## src/rtl/cla_pkg.sv

```systemverilog
// Shared constants, helpers and the stage-register bundle for the pipelined CLA adder.
package cla_pkg;

  localparam int WIDTH_DEF = 64;
  localparam int SEG_DEF   = 16;
  localparam int SLICE     = 4;

  function automatic int clog2(input int value);
    int r;
    r = 0;
    for (int i = 0; i < 32; i++) begin
      if ((1 << i) < value) r = i + 1;
    end
    return r;
  endfunction

  // Lower sum segments are filled in stage by stage; a/b travel along until consumed.
  typedef struct packed {
    logic                 valid;
    logic                 carry;
    logic                 c_msb;
    logic [WIDTH_DEF-1:0] sum;
    logic [WIDTH_DEF-1:0] a;
    logic [WIDTH_DEF-1:0] b;
  } stage_t;

endpackage

```

## src/rtl/cla64_pipe_if.sv

```systemverilog
// Operand-side and result-side valid/ready bundle of the pipelined adder.
interface cla64_pipe_if import cla_pkg::*; #(
  parameter int WIDTH = WIDTH_DEF
) ();

  logic             in_valid;
  logic             in_ready;
  logic [WIDTH-1:0] in_a;
  logic [WIDTH-1:0] in_b;
  logic             in_cin;
  logic             out_valid;
  logic             out_ready;
  logic [WIDTH-1:0] out_sum;
  logic             out_cout;
  logic             out_ovf;

  modport master (
    output in_valid, in_a, in_b, in_cin, out_ready,
    input  in_ready, out_valid, out_sum, out_cout, out_ovf
  );

  modport slave (
    input  in_valid, in_a, in_b, in_cin, out_ready,
    output in_ready, out_valid, out_sum, out_cout, out_ovf
  );

endinterface

```

## src/rtl/adder4.sv

```systemverilog
// 4-bit carry-look-ahead slice: all internal carries from generate/propagate terms.
module adder4 (
  input  logic [3:0] i_a,
  input  logic [3:0] i_b,
  input  logic       i_cin,
  output logic [3:0] o_sum,
  output logic       o_cout
);

  logic [3:0] w_p;
  logic [3:0] w_g;
  logic       w_c1;
  logic       w_c2;
  logic       w_c3;

  assign w_p = i_a ^ i_b;
  assign w_g = i_a & i_b;

  assign w_c1 = w_g[0] | (w_p[0] & i_cin);
  assign w_c2 = w_g[1] | (w_p[1] & w_g[0]) | (w_p[1] & w_p[0] & i_cin);
  assign w_c3 = w_g[2] | (w_p[2] & w_g[1]) | (w_p[2] & w_p[1] & w_g[0])
              | (w_p[2] & w_p[1] & w_p[0] & i_cin);
  assign o_cout = w_g[3] | (w_p[3] & w_g[2]) | (w_p[3] & w_p[2] & w_g[1])
                | (w_p[3] & w_p[2] & w_p[1] & w_g[0])
                | (w_p[3] & w_p[2] & w_p[1] & w_p[0] & i_cin);

  assign o_sum = w_p ^ {w_c3, w_c2, w_c1, i_cin};

endmodule

```

## src/rtl/cla_seg.sv

```systemverilog
// Combinational SEG-bit adder: a ripple of 4-bit CLA slices, one segment per pipe stage.
module cla_seg import cla_pkg::*; #(
  parameter int SEG = SEG_DEF
) (
  input  logic [SEG-1:0] i_a,
  input  logic [SEG-1:0] i_b,
  input  logic           i_cin,
  output logic [SEG-1:0] o_sum,
  output logic           o_cout,
  output logic           o_c_msb
);

  localparam int NSL = SEG / SLICE;

  for (genvar gi = 0; gi < NSL; gi++) begin : g_slice
    logic w_ci;
    logic w_co;

    if (gi == 0) begin : g_first
      assign w_ci = i_cin;
    end else begin : g_next
      assign w_ci = g_slice[gi-1].w_co;
    end

    adder4 u_slice (
      .i_a    (i_a[gi*SLICE +: SLICE]),
      .i_b    (i_b[gi*SLICE +: SLICE]),
      .i_cin  (w_ci),
      .o_sum  (o_sum[gi*SLICE +: SLICE]),
      .o_cout (w_co)
    );
  end

  assign o_cout  = g_slice[NSL-1].w_co;
  // Carry into the MSB recovered from the MSB sum bit: s = a ^ b ^ c.
  assign o_c_msb = i_a[SEG-1] ^ i_b[SEG-1] ^ o_sum[SEG-1];

endmodule

```

## src/rtl/cla64_pipe.sv

```systemverilog
// Pipelined carry-look-ahead adder: one SEG-bit segment per stage, registered inter-segment carry.
// WIDTH must be a multiple of SEG and no larger than WIDTH_DEF; SEG must be a multiple of 4.
module cla64_pipe import cla_pkg::*; #(
  parameter int WIDTH = WIDTH_DEF,
  parameter int SEG   = SEG_DEF
) (
  input  logic         clk,
  input  logic         rst_n,
  cla64_pipe_if.slave  bus
);

  localparam int STAGES = WIDTH / SEG;

  stage_t w_q [STAGES];
  logic   w_en;

  // The whole pipe moves together; it only stalls when a finished result is not taken.
  assign w_en         = !w_q[STAGES-1].valid || bus.out_ready;
  assign bus.in_ready = w_en;

  for (genvar gi = 0; gi < STAGES; gi++) begin : g_stage
    stage_t         w_src;
    stage_t         w_nxt;
    stage_t         r_q;
    logic [SEG-1:0] w_seg_sum;
    logic           w_seg_cout;
    logic           w_seg_cmsb;

    if (gi == 0) begin : g_head
      assign w_src = '{valid: bus.in_valid,
                       carry: bus.in_cin,
                       c_msb: 1'b0,
                       sum:   {WIDTH_DEF{1'b0}},
                       a:     WIDTH_DEF'(bus.in_a),
                       b:     WIDTH_DEF'(bus.in_b)};
    end else begin : g_chain
      assign w_src = w_q[gi-1];
    end

    cla_seg #(.SEG(SEG)) u_seg (
      .i_a     (w_src.a[gi*SEG +: SEG]),
      .i_b     (w_src.b[gi*SEG +: SEG]),
      .i_cin   (w_src.carry),
      .o_sum   (w_seg_sum),
      .o_cout  (w_seg_cout),
      .o_c_msb (w_seg_cmsb)
    );

    always_comb begin
      w_nxt                    = w_src;
      w_nxt.sum[gi*SEG +: SEG] = w_seg_sum;
      w_nxt.carry              = w_seg_cout;
      w_nxt.c_msb              = w_seg_cmsb;
    end

    always_ff @(posedge clk or negedge rst_n) begin
      if (!rst_n) begin
        r_q <= '0;
      end else if (w_en) begin
        r_q <= w_nxt;
      end
    end

    assign w_q[gi] = r_q;
  end

  assign bus.out_valid = w_q[STAGES-1].valid;
  assign bus.out_sum   = w_q[STAGES-1].sum[WIDTH-1:0];
  assign bus.out_cout  = w_q[STAGES-1].carry;
  assign bus.out_ovf   = w_q[STAGES-1].carry ^ w_q[STAGES-1].c_msb;

endmodule

```

## src/flat_wrapper.sv

```systemverilog
// flat-port wrapper written by rule: the top's interface ports become plain ports
module cla64_pipe_flat import cla_pkg::*;
#(
  parameter int WIDTH = WIDTH_DEF,
  parameter int SEG   = SEG_DEF
)
  (clk, rst_n, bus_in_valid, bus_in_a, bus_in_b, bus_in_cin, bus_out_ready, bus_in_ready, bus_out_valid, bus_out_sum, bus_out_cout, bus_out_ovf);
  cla64_pipe_if #(.WIDTH(WIDTH)) bus_i ();
  input  logic clk;
  input  logic rst_n;
  input wire logic [$bits(bus_i.in_valid)-1:0] bus_in_valid;
  input wire logic [$bits(bus_i.in_a)-1:0] bus_in_a;
  input wire logic [$bits(bus_i.in_b)-1:0] bus_in_b;
  input wire logic [$bits(bus_i.in_cin)-1:0] bus_in_cin;
  input wire logic [$bits(bus_i.out_ready)-1:0] bus_out_ready;
  output wire logic [$bits(bus_i.in_ready)-1:0] bus_in_ready;
  output wire logic [$bits(bus_i.out_valid)-1:0] bus_out_valid;
  output wire logic [$bits(bus_i.out_sum)-1:0] bus_out_sum;
  output wire logic [$bits(bus_i.out_cout)-1:0] bus_out_cout;
  output wire logic [$bits(bus_i.out_ovf)-1:0] bus_out_ovf;
  assign bus_i.in_valid = bus_in_valid;
  assign bus_i.in_a = bus_in_a;
  assign bus_i.in_b = bus_in_b;
  assign bus_i.in_cin = bus_in_cin;
  assign bus_i.out_ready = bus_out_ready;
  assign bus_in_ready = bus_i.in_ready;
  assign bus_out_valid = bus_i.out_valid;
  assign bus_out_sum = bus_i.out_sum;
  assign bus_out_cout = bus_i.out_cout;
  assign bus_out_ovf = bus_i.out_ovf;
  cla64_pipe #(.WIDTH(WIDTH), .SEG(SEG)) u_core (.clk(clk), .rst_n(rst_n), .bus(bus_i));
endmodule
```

## config.mk

```make
export PLATFORM = sky130hd
export DESIGN_NAME = cla64_pipe_flat
export DESIGN_NICKNAME = d
export VERILOG_FILES = /design/src/rtl/cla_pkg.sv /design/src/rtl/cla64_pipe_if.sv /design/src/rtl/adder4.sv /design/src/rtl/cla_seg.sv /design/src/rtl/cla64_pipe.sv /design/src/flat_wrapper.sv
export SDC_FILE = /design/constraint.sdc
export NUM_CORES = 1
export LEC_CHECK = 0
export CAP_MARGIN = 0
export CORE_MARGIN = 1
export CORE_UTILIZATION = 30
export CTS_CLUSTER_DIAMETER = 80
export DETAILED_ROUTE_END_ITERATION = 10
export PLACE_DENSITY = 0.47
export RECOVER_POWER = 50
export SLEW_MARGIN = 30
export SYNTH_ARGS = -nofsm -noshare
export SYNTH_HDL_FRONTEND = slang
export SYNTH_HIERARCHICAL = 1
export SYNTH_SLANG_ARGS = --single-unit
```

## constraint.sdc

```tcl
create_clock -name clk -period 10.5 [get_ports clk]
set_clock_uncertainty 0.1 [all_clocks]
set_input_delay 1.575 -clock clk [delete_from_list [all_inputs] [get_ports clk]]
set_output_delay 1.575 -clock clk [all_outputs]
set_load 0.01 [all_outputs]
```

Yosys cells after proc, flatten, opt, wreduce, memory -nomap -nowiden
Cells that the tools add are included.
W data, S select, Z words.
Word-level totals
  bits of input ports: 133
  output and inout port bits: 68
  register bits after elaboration: 553
Operators by class
  reductions and logical operators: 2
  bitwise logic cells: 467
Operators by type and width (number)
  $and A1 B1 Y1: 256
  $or A1 B1 Y1: 160
  $xor A4 B4 Y4: 32
  $and A4 B4 Y4: 16
  $xor A1 B1 Y1: 3
  $logic_not A1 Y1: 1
  $logic_or A1 B1 Y1: 1

Logic depth before layout (Yosys ltp)
  depth in word-level cells: 14
  gate-level depth with buffers: 15
  depth with buffers taken out: 15

Hierarchy
Netlist, hierarchy kept.
Modules (own cells, without submodules)
  cla64_pipe: area each 14596.5 sq um, cells each 828, times used 1
  adder4 at u_core.g_stage[0].u_seg.g_slice[2].u_slice ...: area each 132.6 sq um, cells each 13, times used 13
  adder4 at u_core.g_stage[0].u_seg.g_slice[0].u_slice ...: area each 147.6 sq um, cells each 17, times used 2
  adder4 at u_core.g_stage[3].u_seg.g_slice[2].u_slice: area each 136.4 sq um, cells each 14, times used 1
  cla_seg: area each 23.8 sq um, cells each 1, times used 4

Worst setup path before layout
OpenSTA, ideal clock, no wires.
  kind: input to register
  from: input bus_in_a[2]
  to: register u_core/g_stage[0].r_q[193] (netlist name)
  arrival time: 4413 ps
  setup slack: 5863 ps
  stages: 14
  required time: 10275 ps
  cell sequence: ha_1 > a21o_1 > a31o_1 > a21o_1 > a21o_1 > a31o_1 > a21o_1 > a21o_1 > a31o_1 > a21o_1 > a21o_1 > a31o_1 > a21o_1 > mux2_2
On the way
  cells in the longest elaborated chain, start to end: 12
  elaborated cells on any way between the ends: 19
RTL lines
  start: declaration: line flat_wrapper.sv:12  | input wire logic [$bits(bus_i.in_a)-1:0] bus_in_a;
  $and A4 B4 Y4 or $xor A4 B4 Y4 (tied branches): line adder4.sv:17, adder4.sv:16
  $and A1 B1 Y1, on equally long branches: line adder4.sv:23, adder4.sv:24, adder4.sv:25
  $or A1 B1 Y1 (tied with other cells) (2 in a row): line adder4.sv:23  | assign o_cout = w_g[3] | (w_p[3] & w_g[2]) | (w_p[3] & w_p[2] & w_g[1])
  $or A1 B1 Y1 or $and A1 B1 Y1 (tied branches): line adder4.sv:24, adder4.sv:25
  $or A1 B1 Y1 *: line adder4.sv:25  | | (w_p[3] & w_p[2] & w_p[1] & w_p[0] & i_cin);
  net u_core.g_stage[0].u_seg.g_slice[0].w_co: line cla_seg.sv:17  | logic w_co;
  $and A1 B1 Y1 *: line adder4.sv:25
  $or A1 B1 Y1 *: line adder4.sv:25
  net u_core.g_stage[0].u_seg.g_slice[1].w_co: line cla_seg.sv:17
  $and A1 B1 Y1 *: line adder4.sv:25
  $or A1 B1 Y1 *: line adder4.sv:25
  net u_core.g_stage[0].u_seg.g_slice[2].w_co: line cla_seg.sv:17
  $and A1 B1 Y1 *: line adder4.sv:25
  $or A1 B1 Y1 *: line adder4.sv:25
  net u_core.g_stage[0].w_seg_cout: line cla64_pipe.sv:26  | logic w_seg_cout;
  end signal: assignment: line cla64_pipe.sv:60  | r_q <= w_nxt;
  end: declaration: line cla64_pipe.sv:24  | stage_t r_q;
The timed path passes the listed nets; every way through them passes the cells marked *.
A chain may end at the register's enable or synchronous reset.

==> reports/metrics.cfg <==
[worst_setup_path]
path_buf_inv = 1
crit_required_ns = 9.77
crit_cells = 1
path_class = in -> async
worst_ep_arrival_time_ns = 5.41
r2r-start = u_core/bus.out_valid
critPathLaunch = rst_n
critPathMaxFanout = 98
reg2reg_slack_ns = 5.58
worstReg2RegEnd = u_core/g_stage[2].r_q[157]
cp_top_family = buffers and inverters
critPathMaxStageDelay_ns = 3.67
crit_path_end_kind = asynchronous set/reset pin
critical_path.endpoint = u_core/g_stage[1].r_q[58]
r2r_cells = 5
cp-start-kind = input pin
cp_cell_sequence = clkbuf_1
crit_slowest_cell = clkbuf_1

[timing]
setup_slack_ns = 4.36
period_share_pct = 58.5
report.final.slew_viol_count = 135
max_slew_margin_pct = -259
tns_ns = 0
setup_viol = 0
min_period_ns = 6.14
rsz0062_at_grt = no
fmax_mhz = 163
worst_slew_pin_slew_ns = 5.39
finalHoldViolCount = 0

[clock_tree]
cts-buffers-inserted = 44
cts_buffer_depth = 3
cts_tree = built
cts.clk_slew.worst_paths_ns = 0.05
cts_resized = 0
cts_sinks = 361
cts_max_level = 2
postCtsHoldBufs = 0
cts_setup_buffers = 0
clock-root-buffer = clkbuf_16
insertion_delay_ns = 0.56

[global_routing]
grt_max_degree = 150
grt_pass1_vias = 8991
globalRouteMet1Util_pct = 15.2
grt.met2_usage_pct = 15.4
antenna_found_initial = 5
grt_usage_pct = 10.8
grt.busiest_layer = met2
overflow = 0
grt_pass1_wl_um = 49100
use_met3_pct = 3.00

[route]
drc = 0
num_vias = 8384
drt-initial-drc-count = 316
first_pass_iters = 4
wirelength_um = 29400
postRouteAntennaNets = 0
wl_per_cell_um = 14.9
vias_per_cell = 4.24

[placed_design]
io_buffers = 200
dp.final_hpwl_um = 18800
place_ws_ns = 5.24
dpl-instance-area_um2 = 19000
gp_congestion = 0.670

[hold_path]
hold_class = reg -> reg

[synth]
syn_avg_cell_area_um2 = 16.0
synth.net_count = 1259
synth_cells = 1046
syn_area_um2 = 16800
yosys_warnings = 6

[power]
leakage_nw = 9.18
p_per_area_nw_per_um2 = 305
ir_drop_uv = 125

[run_status]
status = finished with violations
violations = capacitance limit, slew limit

[floorplan]
io_pins = 201
rows = 86
die_area_um2 = 56900
die_w_um = 238
fp.coreArea_um2 = 55200
die_h_um = 238
start_util_pct = 30.4

[final_layout]
drive_gt1_share_pct = 32.7
area_growth_pct = 20.9
final_util_pct = 36.7
final_area_um2 = 20300
nets = 1409
antenna_cells = 0

[flow_run]
maxCapViolations = 2

-- per-stage QoR --
step	std cells	hold WS (ns)	total power, W
6_report	1976	0.365	0.00619
5_1_grt	1976	0.396	0.00666
4_1_cts	1975	0.366	0.00644
3_5_place_dp	1897	0.361	0.00487
3_3_place_gp	1897	0.347	0.00483
2_1_floorplan	1046	0.330	0.00431
-- sequential cells by signal, indices dropped and copies added, names as in the netlist --
signal and cells:
u_core/g_stage.r_q 295, u_core/bus.out_sum 64, u_core/bus.out_cout 1, u_core/bus.out_valid 1
-- final cells by class --
class,instances,area [µm²]
Timing Repair Buffer,208,2090
Sequential cell,361,9030
Inverter,8,30.0
Multi-Input combinational cell,573,6760
Clock buffer,62,1280
Tap cell,748,936
Fill cell,5356,34900
Clock inverter,16,154
-- layout by cell type (no fill, tap or decap), types with 16 or more instances in the layout --
master	instances
fa_1	16
xor2_1	32
mux2_4	142
mux2_1	36
a21o_1	46
clkbuf_16	45
dfrtp_1	361
ha_1	64
mux2_2	182
xnor2_1	17
clkdlybuf4s50_1	145
dlygate4sd3_1	54
-- worst min-delay path by stage --
| stage | start | to | slack, ns | cells after the start |
|---|---|---|---|---|
| CTS | u_core/g_stage[2].r_q[194] | u_core/bus.out_valid | 0.37 | 1 |
| global route | u_core/g_stage[2].r_q[194] | u_core/bus.out_valid | 0.40 | 1 |
| floorplan | u_core/g_stage[2].r_q[194] | u_core/bus.out_valid | 0.33 | 1 |
| detailed placement | u_core/g_stage[2].r_q[194] | u_core/bus.out_valid | 0.36 | 1 |
| finish | u_core/g_stage[2].r_q[194] | u_core/bus.out_valid | 0.36 | 1 |
| global placement | u_core/g_stage[2].r_q[194] | u_core/bus.out_valid | 0.35 | 1 |
-- layer usage --
metal | part of all wire, % | vias to the layer above
met3 | 5.2 | 73
met5 | 0.23 | -
met4 | 3.0 | 10
met1 | 48 | 4188
li1 | - | 3953
met2 | 44 | 160
-- power by group --
part,internal [W],leakage [nW],switching [W]
clock network,0.000900,0.707,0.000596
logic,0.00143,4.26,0.000916
registers,0.00201,4.21,0.000330
(Power assumes the default switching activity.)
